$ cat src/rtl/rbm_load_sched_if.sv
// DMA read channel between the RBM load scheduler (master) and the DMA engine / loader (slave).
interface rbm_load_sched_if;
  logic        rd_request;
  logic        rd_grant;
  logic [31:0] rd_index;
  logic [31:0] rd_length;
  logic        rd_beat;
  logic        load_step;

  modport master (
    output rd_request, rd_index, rd_length, load_step,
    input  rd_grant, rd_beat
  );

  modport slave (
    input  rd_request, rd_index, rd_length, load_step,
    output rd_grant, rd_beat
  );
endinterface

$ cat src/rtl/rbm_load_sched.sv
// Sequences RBM DMA loads over every user of every training loop, then kicks off compute per user.
// Optional GNT_TIMEOUT_EN: re-issues a stalled read request after GNT_TIMEOUT cycles and counts retries.
module rbm_load_sched #(
  parameter logic [31:0] BASE_IDX = 32'd0
`ifdef GNT_TIMEOUT_EN
  ,
  parameter int unsigned GNT_TIMEOUT = 64
`endif
) (
  input  logic             clk,
  input  logic             rst,
  input  logic             conf_done,
  input  logic [15:0]      conf_num_users,
  input  logic [15:0]      conf_num_visible,
  input  logic [15:0]      conf_num_loops,
  input  logic             compute_done,
  output logic             compute_start,
  output logic [15:0]      user_idx,
  output logic [15:0]      loop_idx,
  output logic             done,
`ifdef GNT_TIMEOUT_EN
  output logic [7:0]       retry_cnt,
`endif
  rbm_load_sched_if.master rd
);

  typedef enum logic [2:0] {
    S_IDLE,
    S_CHECK,
    S_REQ,
    S_WAIT_GNT,
    S_XFER,
    S_COMPUTE,
    S_NEXT,
    S_DONE
  } state_t;

  state_t state, state_nxt;

  logic [15:0] num_users;
  logic [15:0] num_visible;
  logic [15:0] num_loops;
  logic [15:0] beat_cnt;
  logic [15:0] req_user;
  logic [31:0] req_index;
  logic        last_user;
  logic        last_loop;
  logic        last_beat;
`ifdef GNT_TIMEOUT_EN
  logic [15:0] wait_cnt;
`endif

  assign last_user = (user_idx == num_users - 16'd1);
  assign last_loop = (loop_idx == num_loops - 16'd1);
  assign last_beat = rd.rd_beat && (beat_cnt + 16'd1 == num_visible);

  // The record address is loaded on entry to REQ, so from NEXT it must target the user being advanced to.
  assign req_user  = (state == S_NEXT) ? (last_user ? 16'd0 : user_idx + 16'd1) : user_idx;
  assign req_index = BASE_IDX + ({16'd0, req_user} * {16'd0, num_visible});

  assign rd.load_step = (state == S_XFER) && rd.rd_beat;

  always_ff @(posedge clk) begin
    if (rst) begin
      state <= S_IDLE;
    end else begin
      state <= state_nxt;
    end
  end

  always_comb begin
    state_nxt = state;
    case (state)
      S_IDLE: begin
        if (conf_done) state_nxt = S_CHECK;
      end
      S_CHECK: begin
        if (num_users == 16'd0 || num_loops == 16'd0) state_nxt = S_DONE;
        else if (num_visible == 16'd0)                state_nxt = S_COMPUTE;
        else                                          state_nxt = S_REQ;
      end
      S_REQ: begin
        state_nxt = S_WAIT_GNT;
      end
      S_WAIT_GNT: begin
        if (rd.rd_grant) state_nxt = S_XFER;
      end
      S_XFER: begin
        if (last_beat) state_nxt = S_COMPUTE;
      end
      S_COMPUTE: begin
        if (compute_done) state_nxt = S_NEXT;
      end
      S_NEXT: begin
        if (last_user && last_loop)     state_nxt = S_DONE;
        else if (num_visible == 16'd0)  state_nxt = S_COMPUTE;
        else                            state_nxt = S_REQ;
      end
      S_DONE: begin
        state_nxt = S_IDLE;
      end
      default: begin
        state_nxt = S_IDLE;
      end
    endcase
  end

  always_ff @(posedge clk) begin
    if (rst) begin
      num_users     <= '0;
      num_visible   <= '0;
      num_loops     <= '0;
      beat_cnt      <= '0;
      user_idx      <= '0;
      loop_idx      <= '0;
      done          <= 1'b0;
      compute_start <= 1'b0;
      rd.rd_request <= 1'b0;
      rd.rd_index   <= '0;
      rd.rd_length  <= '0;
`ifdef GNT_TIMEOUT_EN
      wait_cnt      <= '0;
      retry_cnt     <= '0;
`endif
    end else begin
      compute_start <= (state_nxt == S_COMPUTE) && (state != S_COMPUTE);

      case (state)
        S_IDLE: begin
          if (conf_done) begin
            num_users   <= conf_num_users;
            num_visible <= conf_num_visible;
            num_loops   <= conf_num_loops;
            user_idx    <= '0;
            loop_idx    <= '0;
            done        <= 1'b0;
          end
        end
`ifdef GNT_TIMEOUT_EN
        // A dropped request spends exactly one cycle low before being re-raised.
        S_WAIT_GNT: begin
          if (rd.rd_grant) begin
            rd.rd_request <= 1'b0;
            beat_cnt      <= '0;
            wait_cnt      <= '0;
          end else if (!rd.rd_request) begin
            rd.rd_request <= 1'b1;
          end else if (wait_cnt == 16'(GNT_TIMEOUT - 1)) begin
            rd.rd_request <= 1'b0;
            wait_cnt      <= '0;
            if (retry_cnt != 8'hFF) retry_cnt <= retry_cnt + 8'd1;
          end else begin
            wait_cnt <= wait_cnt + 16'd1;
          end
        end
`else
        S_WAIT_GNT: begin
          if (rd.rd_grant) begin
            rd.rd_request <= 1'b0;
            beat_cnt      <= '0;
          end
        end
`endif
        S_XFER: begin
          if (rd.rd_beat) beat_cnt <= beat_cnt + 16'd1;
        end
        // Indices freeze on the final user so they still read back the last position once done.
        S_NEXT: begin
          if (!(last_user && last_loop)) begin
            user_idx <= req_user;
            if (last_user) loop_idx <= loop_idx + 16'd1;
          end
        end
        S_DONE: begin
          done <= 1'b1;
        end
        default: begin
        end
      endcase

      if (state_nxt == S_REQ) begin
        rd.rd_request <= 1'b1;
        rd.rd_index   <= req_index;
        rd.rd_length  <= {16'd0, num_visible};
`ifdef GNT_TIMEOUT_EN
        wait_cnt      <= '0;
`endif
      end
    end
  end

endmodule

$ cat src/flat_wrapper.sv
// flat-port wrapper written by rule: the top's interface ports become plain ports
module rbm_load_sched_flat 
#(
  parameter logic [31:0] BASE_IDX = 32'd0

)
  (clk, rst, conf_done, conf_num_users, conf_num_visible, conf_num_loops, compute_done, compute_start, user_idx, loop_idx, done, rd_rd_request, rd_rd_index, rd_rd_length, rd_load_step, rd_rd_grant, rd_rd_beat);
  rbm_load_sched_if rd_i ();
  input  logic clk;
  input  logic rst;
  input  logic conf_done;
  input  logic [15:0] conf_num_users;
  input  logic [15:0] conf_num_visible;
  input  logic [15:0] conf_num_loops;
  input  logic compute_done;
  output logic compute_start;
  output logic [15:0] user_idx;
  output logic [15:0] loop_idx;
  output logic done;
  output wire logic [$bits(rd_i.rd_request)-1:0] rd_rd_request;
  output wire logic [$bits(rd_i.rd_index)-1:0] rd_rd_index;
  output wire logic [$bits(rd_i.rd_length)-1:0] rd_rd_length;
  output wire logic [$bits(rd_i.load_step)-1:0] rd_load_step;
  input wire logic [$bits(rd_i.rd_grant)-1:0] rd_rd_grant;
  input wire logic [$bits(rd_i.rd_beat)-1:0] rd_rd_beat;
  assign rd_rd_request = rd_i.rd_request;
  assign rd_rd_index = rd_i.rd_index;
  assign rd_rd_length = rd_i.rd_length;
  assign rd_load_step = rd_i.load_step;
  assign rd_i.rd_grant = rd_rd_grant;
  assign rd_i.rd_beat = rd_rd_beat;
  rbm_load_sched #(.BASE_IDX(BASE_IDX)) u_core (.clk(clk), .rst(rst), .conf_done(conf_done), .conf_num_users(conf_num_users), .conf_num_visible(conf_num_visible), .conf_num_loops(conf_num_loops), .compute_done(compute_done), .compute_start(compute_start), .user_idx(user_idx), .loop_idx(loop_idx), .done(done), .rd(rd_i));
endmodule
$ cat config.mk
export PLATFORM = sky130hd
export DESIGN_NAME = rbm_load_sched_flat
export DESIGN_NICKNAME = d
export VERILOG_FILES = /design/src/rtl/rbm_load_sched_if.sv /design/src/rtl/rbm_load_sched.sv /design/src/flat_wrapper.sv
export SDC_FILE = /design/constraint.sdc
export NUM_CORES = 1
export LEC_CHECK = 0
export ABC_AREA = 0
export BUFFER_PORTS_ARGS = -buffer_cell sky130_fd_sc_hd__buf_2
export CAP_MARGIN = 20
export CORE_MARGIN = 2
export CORE_UTILIZATION = 35
export DETAILED_ROUTE_END_ITERATION = 8
export GPL_TIMING_DRIVEN = 0
export PLACE_DENSITY = 0.62
export RECOVER_POWER = 25
export SETUP_SLACK_MARGIN = 0.2
export SYNTH_ARGS = -nofsm -noshare
export SYNTH_HDL_FRONTEND = slang
export SYNTH_SLANG_ARGS = --single-unit
$ cat constraint.sdc
create_clock -name clk -period 10.3 [get_ports clk]
set_clock_uncertainty 0.1 [all_clocks]
set_input_delay 0.515 -clock clk [delete_from_list [all_inputs] [get_ports clk]]
set_output_delay 0.515 -clock clk [all_outputs]
set_load 0.1 [all_outputs]
==> reports/results.ini <==
[run_status]
status=complete, no violations

[floorplan]
die-width_um=222
core_area_sq_mm=0.0468
die_area_sq_mm=0.0493
start_util_pct=35.6
ioPinCount=154
die_y_um=222
row_count=79

[clock_tree]
cts_hold_buf=0
cts_tree=yes
cts.root.buffer_cell=clkbuf_16
cts_buffer_depth=2
clk_pin_slew_worst_paths_ns=0.07
cts_made_buffers=17
worstSkewPairLatency_ns=0.49
ctsHtreeMaxLevel=4
clock-sinks=150

[worst_setup_path]
r2r_slack_ns=0.71
worstSetupPathType=flop to flop
endpoint_kind=flop
crit_path_frequent_cell=fa_1
worstPathMaxFanout=10
cp-endpoint=u_core.rd.rd_index[31]
cp-start-kind=flop
worstSetupStartpoint=u_core.num_users[1]
required_ns=10.60
cpPeakStageDelay_ns=0.57
r2r_start=u_core.num_users[1]
cp.arrival_ns=9.89
cpMaxStageDelayCell=fa_1
worstRegToRegCells=36
reg2reg_to=u_core.rd.rd_index[31]

[timing]
hold_violations=0
final_max_slew_viol_count=0
finalCritPeriodShare_pct=93.1
setup_slack_ns=0.712
max-slew-margin-rel_pct=15.8
period_needed_ns=9.59
timing.fmax_mhz=104
hold_slack_ns=0.155
tns_ns=0
tightest_slew_ns=1.27
setup-violations-final=0
rsz0062_at_grt=true

[placed_design]
place.gp.congestion=0.910
dp.cells=2784
hpwlAfterDp_um=41900
io_buffers=137
post_dp_cell_area_sq_mm=0.0181
pre_cts_slack_ns=0.0889

[finish]
layout_common_cells=nand2_1 (305), inv_1 (246), fa_1 (194)
diodes=0
area_growth_syn_to_layout_pct=12.5
post-route-util_pct=40.0
final_common_cell=nand2_1
fin_area_sq_mm=0.0187
nFillCells=4830
drive_gt1_share_pct=8.96
nets=2556
layout.cells.non_filler=2818

[detailed_routing]
via_per_inst=5.18
vias=14600
wl_per_cell_um=18.8
drt_iter0_drc=845
first_pass_iters=6
drc=0
drt_wl_total_um=52900
ant_nets=0

[min_path]
min_path_type=primary input to flop

[synthesis]
synth_top_family_by_area=adder cells
ys_seq_area_share_pct=18.1
ys_seq_elements=150
ys_top_cells_by_area=fa_1 (23%), dfxtp_1 (18%), ha_1 (8.3%), nand2_1 (6.9%), inv_1 (5.6%)
yosysTopAreaCell=fa_1
synthMuxAreaShare_pct=2.12
synth_compound_area_share_pct=10.5
synthAdderAreaFrac_pct=31.6
synth_top_area_share_pct=23.4
synth_cells=2025
yosysUniqueCellTypes=85
synth-simple-area-share_pct=22.3
synth_edf_count=0
ys.warnings.count=0
synth-main-ff-cell=dfxtp_1
synth-async-reset-ratio_pct=0
netlist_area_sq_mm=0.0166
synth_xor_area_share_pct=6.00
avgSynthCellArea_sq_um=8.21

[job]
max_cap_violations=0

[global_routing]
grt_overflow=0
track_usage_pct=21.8
antenna_found_initial=4
grt_max_degree=17
grt_pass1_wl_um=82400
grt_pass1_vias=15000

[power]
power_density_mw_per_mm2=136
power_leakage_nw=8.46
p_clk_share_pct=25.8
p_switching_mw=1.20
internal_power_mw=1.35
total_power_mw=2.55
p_seq_share_pct=27.6
power_frac_comb_pct=46.6
vdd_drop_max_uv=116
p_sw_share_pct=47.2

## power by group through the flow
stage	registers [mW]	logic [mW]	clock network [mW]
final	0.704	1.19	0.658
after global routing	0.711	1.28	0.697
after CTS	0.702	1.18	0.676
after detailed placement	0.715	1.17	0
after global placement	0.712	1.16	0
after floorplan	0.770	0.772	0
## logic make-up (layout without fill, tap and decap cells)
family	after synthesis	in the layout
compound gates	281	281
xor+xnor	114	114
fa+ha+maj	304	304
buf+inv	383	554
flops	150	150
mux	35	35
other cells	1	16
simple gates	757	757
## worst max-delay path: cells and delay by family (launching register included)
family | cells | cell delay [ns]
DFF | 1 | 0.40
adders and majority gates | 8 | 3.47
and+or+nand+nor | 8 | 1.71
buffers and inverters | 11 | 1.60
AOI/OAI and AO/OA | 9 | 2.21
## worst min path at each step
stage          cells after the start  slack, ns                     end                   start
2_1_floorplan                      2       0.36    u_core.num_users[15]    u_core.num_users[15]
3_3_place_gp                       2       0.35  u_core.rd.rd_index[15]  u_core.rd.rd_index[15]
6_report                           3       0.16    u_core.num_loops[11]      conf_num_loops[11]
4_1_cts                            3       0.12    u_core.num_loops[11]      conf_num_loops[11]
5_1_grt                            3       0.14    u_core.num_users[14]      conf_num_users[14]
3_5_place_dp                       2       0.35  u_core.rd.rd_index[15]  u_core.rd.rd_index[15]
## area by class of cell
cell class / count / area (sq um) / area share, %
multi-input cells: 1507 / 12200 / 65.0
well taps: 607 / 759 / 4.06
flip-flops and latches: 150 / 3000 / 16.1
inverters: 247 / 927 / 4.96
plain buffers: 136 / 636 / 3.40
repair buffers: 139 / 629 / 3.37
clock inverters: 15 / 160 / 0.857
clock buffers: 17 / 425 / 2.28
## cell usage after synthesis (37+ instances only)
cell      count
inv_1       246
ha_1        110
and2_1      131
xnor2_1      81
o21ai_0      37
fa_1        194
nand2_1     305
clkbuf_1     93
a21oi_1     129
nor2_1      136
nor3_1       43
dfxtp_1     150
## metal layers
layer | routed length, um | global-route usage, %
met2 | 24700 | 36.0
met4 | 2480 | 11.1
met5 | 50 | 0
met1 | 22100 | 26.7
met3 | 3580 | 5.19
## flip-flops by register name (all words and copies together), names as in the netlist, 3 cells and up
name                 flops
u_core.state             3
u_core.beat_cnt         16
u_core.rd.rd_index      32
u_core.num_visible      16
u_core.user_idx         16
u_core.rd.rd_length     16
u_core.num_loops        16
u_core.loop_idx         16
u_core.num_users        16
## timing repair
action / in CTS / in global routing
gates resized for setup: 1 / 16
setup endpoints to repair: 2 / 8
pin swaps: 0 / 1
setup buffers: 0 / 1
Note: power is estimated with default switching activity, not from simulation.
